$ cat config.mk
export PLATFORM = sky130hd
export DESIGN_NAME = if_fetch_buf
export DESIGN_NICKNAME = d
export VERILOG_FILES = /design/src/rtl/if_fetch_buf_pkg.sv /design/src/rtl/fetch_ring.sv /design/src/rtl/if_fetch_buf.sv
export SDC_FILE = /design/constraint.sdc
export NUM_CORES = 1
export LEC_CHECK = 0
export ABC_AREA = 1
export CORE_MARGIN = 5
export CORE_UTILIZATION = 45
export DETAILED_ROUTE_END_ITERATION = 7
export HOLD_SLACK_MARGIN = 0.05
export PLACE_DENSITY = 0.68
export SYNTH_ARGS = -nofsm -noshare
export SYNTH_HDL_FRONTEND = slang
export SYNTH_SLANG_ARGS = --single-unit
$ cat constraint.sdc
create_clock -name clk -period 8.71 [get_ports clk]
set_clock_uncertainty 0.1 [all_clocks]
set_input_delay 0.871 -clock clk [delete_from_list [all_inputs] [get_ports clk]]
set_output_delay 0.871 -clock clk [all_outputs]
set_load 0.05 [all_outputs]
$ cat src/rtl/if_fetch_buf_pkg.sv
// Shared fetch-path constants: jump cause encoding, bus widths, default buffer depth, nop encoding.
package if_fetch_buf_pkg;

   localparam int IFB_DEPTH    = 4;
   localparam int INST_ADDR_W  = 32;
   localparam int INST_W       = 32;
   localparam int JUMP_CAUSE_W = 3;

   localparam logic [JUMP_CAUSE_W-1:0] JUMP_CAUSE_NO = '0;
   // addi x0, x0, 0
   localparam logic [INST_W-1:0]       INST_NOP      = 32'h0000_0013;

endpackage

$ cat src/rtl/fetch_ring.sv
// Fetch tag/data ring: push allocates a tag, fill completes the oldest unfilled slot, pop retires the head.
// Latency: head fields are combinational from registers; a fill is visible at the head the next cycle.
// Backpressure: none internally; the caller guarantees push only with a free slot and fill only with one outstanding.
module fetch_ring #(
   parameter int DEPTH  = 4,
   parameter int PTR_W  = 2,
   parameter int ADDR_W = 32,
   parameter int DATA_W = 32
) (
   input  logic              clk,
   input  logic              rst,
   input  logic              push,
   input  logic [ADDR_W-1:0] push_pc,
   input  logic              push_predict,
   input  logic              fill,
   input  logic [DATA_W-1:0] fill_inst,
   input  logic              fill_fault,
   input  logic              pop,
   input  logic              clear,
   output logic [PTR_W:0]    alloc_ptr,
   output logic [PTR_W:0]    fill_ptr,
   output logic [PTR_W:0]    rd_ptr,
   output logic              head_vld,
   output logic [ADDR_W-1:0] head_pc,
   output logic              head_predict,
   output logic [DATA_W-1:0] head_inst,
   output logic              head_fault
);

   typedef struct packed {
      logic [ADDR_W-1:0] pc;
      logic              predict;
      logic [DATA_W-1:0] inst;
      logic              fault;
   } entry_t;

   localparam logic [PTR_W:0] PTR_ONE = {{PTR_W{1'b0}}, 1'b1};

   entry_t           ring [DEPTH];
   logic [DEPTH-1:0] filled;
   logic [PTR_W-1:0] alloc_idx;
   logic [PTR_W-1:0] fill_idx;
   logic [PTR_W-1:0] rd_idx;

   assign alloc_idx = alloc_ptr[PTR_W-1:0];
   assign fill_idx  = fill_ptr[PTR_W-1:0];
   assign rd_idx    = rd_ptr[PTR_W-1:0];

   // Clear collapses the ring onto alloc_ptr so later pointer arithmetic stays continuous.
   always_ff @(posedge clk or posedge rst) begin
      if (rst) begin
         alloc_ptr <= '0;
         fill_ptr  <= '0;
         rd_ptr    <= '0;
         filled    <= '0;
      end else if (clear) begin
         fill_ptr  <= alloc_ptr;
         rd_ptr    <= alloc_ptr;
         filled    <= '0;
      end else begin
         if (push) begin
            alloc_ptr         <= alloc_ptr + PTR_ONE;
            filled[alloc_idx] <= 1'b0;
         end
         if (fill) begin
            fill_ptr         <= fill_ptr + PTR_ONE;
            filled[fill_idx] <= 1'b1;
         end
         if (pop) begin
            rd_ptr <= rd_ptr + PTR_ONE;
         end
      end
   end

   always_ff @(posedge clk) begin
      if (push && !clear) begin
         ring[alloc_idx].pc      <= push_pc;
         ring[alloc_idx].predict <= push_predict;
      end
      if (fill && !clear) begin
         ring[fill_idx].inst  <= fill_inst;
         ring[fill_idx].fault <= fill_fault;
      end
   end

   assign head_vld     = filled[rd_idx] & (rd_ptr != alloc_ptr);
   assign head_pc      = ring[rd_idx].pc;
   assign head_predict = ring[rd_idx].predict;
   assign head_inst    = ring[rd_idx].inst;
   assign head_fault   = ring[rd_idx].fault;

endmodule

$ cat src/rtl/if_fetch_buf.sv
// Instruction fetch buffer between pc stage and decode; tags fetches with {pc, predict} and drops stale responses after a redirect.
// Latency: gnt in cycle c, rvalid earliest c+1, id_valid_o earliest c+2.
// Backpressure: no credit -> ibus_req_o low and hold_o high; decode stalls the head via id_ready_i.
module if_fetch_buf
   import if_fetch_buf_pkg::*;
#(
   parameter int DEPTH  = IFB_DEPTH,
   parameter int PTR_W  = $clog2(DEPTH),
   parameter int ADDR_W = INST_ADDR_W,
   parameter int DATA_W = INST_W
) (
   input  logic                    clk,
   input  logic                    rst,
   input  logic [ADDR_W-1:0]       pc_i,
   input  logic                    predict_i,
   input  logic [JUMP_CAUSE_W-1:0] jump_cause_i,
   output logic                    hold_o,
   output logic                    ibus_req_o,
   output logic [ADDR_W-1:0]       ibus_addr_o,
   input  logic                    ibus_gnt_i,
   input  logic                    ibus_rvalid_i,
   input  logic [DATA_W-1:0]       ibus_rdata_i,
   input  logic                    ibus_err_i,
   output logic                    id_valid_o,
   input  logic                    id_ready_i,
   output logic [DATA_W-1:0]       id_inst_o,
   output logic [ADDR_W-1:0]       id_pc_o,
   output logic                    id_predict_o,
   output logic                    id_fault_o
);

   localparam logic [PTR_W:0]    PTR_ONE = {{PTR_W{1'b0}}, 1'b1};
   localparam logic [PTR_W:0]    DEPTH_C = DEPTH[PTR_W:0];
   localparam logic [DATA_W-1:0] NOP     = DATA_W'(INST_NOP);

   logic              flush;
   logic              push;
   logic              fill;
   logic              pop;
   logic [PTR_W:0]    alloc_ptr;
   logic [PTR_W:0]    fill_ptr;
   logic [PTR_W:0]    rd_ptr;
   logic [PTR_W:0]    alloc_cnt;
   logic [PTR_W:0]    in_flight;
   logic [PTR_W:0]    credit;
   logic [PTR_W:0]    drop_cnt;
   logic [PTR_W:0]    drop_nxt;
   logic              head_vld;
   logic [ADDR_W-1:0] head_pc;
   logic              head_predict;
   logic [DATA_W-1:0] head_inst;
   logic              head_fault;

   assign flush     = (jump_cause_i != JUMP_CAUSE_NO);
   assign alloc_cnt = alloc_ptr - rd_ptr;
   assign in_flight = alloc_ptr - fill_ptr;
   // Responses still owed to already-flushed fetches keep their slots reserved.
   assign credit    = DEPTH_C - alloc_cnt - drop_cnt;

   assign ibus_req_o  = ~rst & ~flush & (credit != '0);
   assign ibus_addr_o = pc_i;
   assign hold_o      = ~(ibus_req_o & ibus_gnt_i);

   assign push = ibus_req_o & ibus_gnt_i;
   assign fill = ibus_rvalid_i & ~flush & (drop_cnt == '0);
   assign pop  = id_valid_o & id_ready_i & ~flush;

   always_comb begin
      drop_nxt = drop_cnt;
      if (flush) begin
         // Every unreturned fetch becomes a drop; a response landing this cycle already paid for one.
         drop_nxt = drop_cnt + in_flight - (ibus_rvalid_i ? PTR_ONE : '0);
      end else if (ibus_rvalid_i && (drop_cnt != '0)) begin
         drop_nxt = drop_cnt - PTR_ONE;
      end
   end

   always_ff @(posedge clk or posedge rst) begin
      if (rst) begin
         drop_cnt <= '0;
      end else begin
         drop_cnt <= drop_nxt;
      end
   end

   fetch_ring #(
      .DEPTH  (DEPTH),
      .PTR_W  (PTR_W),
      .ADDR_W (ADDR_W),
      .DATA_W (DATA_W)
   ) u_ring (
      .clk          (clk),
      .rst          (rst),
      .push         (push),
      .push_pc      (pc_i),
      .push_predict (predict_i),
      .fill         (fill),
      .fill_inst    (ibus_rdata_i),
      .fill_fault   (ibus_err_i),
      .pop          (pop),
      .clear        (flush),
      .alloc_ptr    (alloc_ptr),
      .fill_ptr     (fill_ptr),
      .rd_ptr       (rd_ptr),
      .head_vld     (head_vld),
      .head_pc      (head_pc),
      .head_predict (head_predict),
      .head_inst    (head_inst),
      .head_fault   (head_fault)
   );

   assign id_valid_o   = head_vld;
   assign id_inst_o    = head_vld ? head_inst : NOP;
   assign id_pc_o      = head_vld ? head_pc : '0;
   assign id_predict_o = head_vld & head_predict;
   assign id_fault_o   = head_vld & head_fault;

   rvalid_has_owner: assert property (@(posedge clk) disable iff (rst)
      ibus_rvalid_i |-> ((in_flight + drop_cnt) != '0));

   occupancy_bounded: assert property (@(posedge clk) disable iff (rst)
      ({1'b0, alloc_cnt} + {1'b0, drop_cnt}) <= {1'b0, DEPTH_C});

endmodule

==> impl_metrics.yaml <==
clocking:
  cts.clk_slew.worst_paths_ps: 60
  clkSinkCount: 280
  htreeDepth: 1
  cts_tree: "yes"
  cts-resized-gates: 0
  cts_buffer_depth: 3
  clock_latency_ps: 530
  holdBufCountCts: 0
  root_buffer: "clkbuf_16"
  post_cts_buffers: 0
  cts_buffers: 29
timing:
  fmax_ghz: 0.195
  drv_slew: 0
  setup_tns_ps: 0
  finalHoldViolations: 0
  finalSetupViolCount: 0
  layout_setup_ws_ps: 3580
  relSlewSlack_pct: 39.1
  period_minus_slack_ps: 5130
  tightestPinTransition_ps: 913
  grt_setup_unrepaired: "false"
  fin_crit_sh_pct: 58.9
job:
  drv_cap: 0
route:
  drt_iter0_drc: 609
  avgViaCountPerCell: 5.16
  vias: 7630
  dr.pass1.iters: 5
  wl_per_cell_um: 18.1
  finalWirelength_um: 26700
  route.detailed.drc: 0
  ant_nets: 0
worst_setup_path:
  start_kind: "register"
  path_class: "register to primary output"
  critPathRequiredTime_ps: 7740
  worst-r2r-cell-count: 11
  path_max_fanout: 64
  arrival_ps: 4160
  cp-end-kind: "primary output"
yosys:
  synthSimpleGateAreaFrac_pct: 11.4
  yosysSeqAreaShare_pct: 70.5
  synth.avg_cell_area_um2: 12.0
  synth.mux.area_fraction_pct: 0
  ys_warn_count: 0
  synth-compound-area-share_pct: 9.41
  yosys.area.top_type_share_pct: 67.1
  yosys.area.top_type: "edfxtp_1"
  synth_cell_type_count: 31
  synthXorXnorAreaFrac_pct: 0.519
  synth_fa_ha_area_share_pct: 2.39
  syn-num-nets: 1081
  syn_inst: 988
  netlist_area_um2: 11800
  ys_ff_latch: 280
  synth_top_family_by_area: "simple AND/OR/NAND/NOR gates"
  synth_area_leaders: "edfxtp_1 (67%), nor2_1 (8.6%), o21ai_0 (4.9%)"
global_route:
  grt_pass1_vias: 7261
  grt_usage_pct: 17.6
  grt_start_max_net_pins: 85
  grt-ovfl-total: 0
  grt_pass1_wl_um: 40700
  antenna_found_initial: 2
floorplan:
  core_region_area_um2: 26000
  die_h_um: 172
  start_util_pct: 45.5
  num_rows: 59
  io_pins: 175
  dieArea_um2: 29600
  die_x_um: 172
place:
  dpl_cell_area_um2: 13500
  pre_cts_ws_ps: 4070
  place_congestion: 0.808
  portBuffers: 174
  hpwl_um: 16000
hold_path:
  hold_class: "register to register"
  hold_depth: 2
cells_and_area:
  layout-drive-gt1-share_pct: 5.77
  nFillCells: 2172
  final_net_count: 1213
  seq_area_um2: 8330
  fin_util_pct: 55.6
  fin_area_um2: 14400
  num_antenna_cells: 0
  area_growth_pct: 22.2
  multi_input_comb_area_um2: 2810
pwr:
  p_leak_nw: 5.04
  p_per_area_nw_per_um2: 324
  total_power_w: 0.00468
  peakVddDrop_mv: 0.202
status:
  status: "finished, final reports clean"
-- where the power goes --
| part | leakage (nW) | switching, W | internal (W) |
|---|---|---|---|
| clock network | 0.435 | 0.000486 | 0.000669 |
| logic | 2.02 | 0.00133 | 0.000592 |
| registers | 2.58 | 0.0000819 | 0.00152 |
-- worst max-delay path, cell delays in order, from the launching register on --
cell             delay, ps
dfrtp_2                400
inv_2                  550
buf_4                  520
o211ai_1               150
nand2_1                140
nand2_4                440
a21oi_1                510
clkdlybuf4s50_1        880
-- state kept, by name, indices dropped and copies added, names as in the netlist --
name              flops
u_ring.rd_ptr         3
u_ring.alloc_ptr      3
u_ring.ring         264
drop_cnt              3
u_ring.fill_ptr       3
u_ring.filled         4
-- path summary, 6_finish.rpt --
kind / startpoint / end / slack (ps)
worst min-delay path: u_ring.fill_ptr[1] / u_ring.fill_ptr[1] / 490
min in group asynchronous: rst / u_ring.alloc_ptr[0] / 700
max in group asynchronous: rst / u_ring.rd_ptr[0] / 7320
worst max register to register: u_ring.rd_ptr[0] / u_ring.ring[1][62] / 5040
worst max-delay path: u_ring.rd_ptr[1] / id_pc_o[31] / 3580
worst min register to register: u_ring.fill_ptr[1] / u_ring.fill_ptr[1] / 490
-- area by class of cell --
type	instances	area share [%]
clock inverter	19	0.988
sequential	280	57.7
multi-input combinational	583	19.5
inverter	40	1.07
clock buffer	35	5.18
tap	335	2.90
timing repair buffer	186	12.7
-- metal layers --
metal	global-route usage [%]	wire, µm	up-vias
met1	25.0	11500	3636
met3	3.41	1990	31
met2	28.8	12800	286
met4	3.18	381	4
li1	-	-	3673
met5	0	34	-
-- placed cells by master (no fill, tap or decap), types with 2 or more instances in the layout --
| master | count |
|---|---|
| ha_1 | 13 |
| o21ai_1 | 26 |
| dfrtp_1 | 14 |
| xor2_1 | 2 |
| nand2_4 | 3 |
| o221ai_1 | 3 |
| inv_2 | 2 |
| nand3_2 | 2 |
| bufinv_16 | 2 |
| edfxtp_1 | 264 |
| xnor2_1 | 5 |
| buf_4 | 12 |
| o21ai_2 | 3 |
| clkbuf_1 | 6 |
| o21ai_0 | 115 |
| inv_6 | 2 |
| a21oi_1 | 65 |
| clkdlybuf4s50_1 | 174 |
| inv_1 | 36 |
| clkinv_1 | 11 |
| nand3_1 | 8 |
| nand4_1 | 5 |
| inv_4 | 2 |
| o211ai_1 | 3 |
| clkinv_2 | 3 |
| nor2_1 | 270 |
| fa_1 | 6 |
| clkbuf_16 | 29 |
| nand2_1 | 49 |
-- metrics by stage --
stage	hold slack (ps)	std cells
global placement	454	1424
CTS	483	1478
floorplan	414	988
detailed placement	467	1424
finish	486	1478
global route	537	1478
-- logic make-up after synthesis --
| family | count (synthesis) |
|---|---|
| adder cells (fa/ha/maj) | 19 |
| buffers and inverters | 125 |
| AO/OA/AOI/OAI | 216 |
| flip-flops | 280 |
| XOR/XNOR | 7 |
| AND/OR/NAND/NOR | 341 |
-- synthesized netlist by cell type, drive strengths merged --
cell type / count
nand2: 52
buf: 71
o22ai: 1
nor2: 271
a21oi: 65
nand4: 5
edfxtp: 264
nand3: 10
o211ai: 3
o221ai: 3
or2: 1
ha: 13
o21ai: 144
inv: 40
dfrtp: 16
clkbuf: 14
xor2: 2
fa: 6
nor3: 1
nand3b: 1
xnor2: 5
No activity file was read; power rests on OpenSTA's default activity.
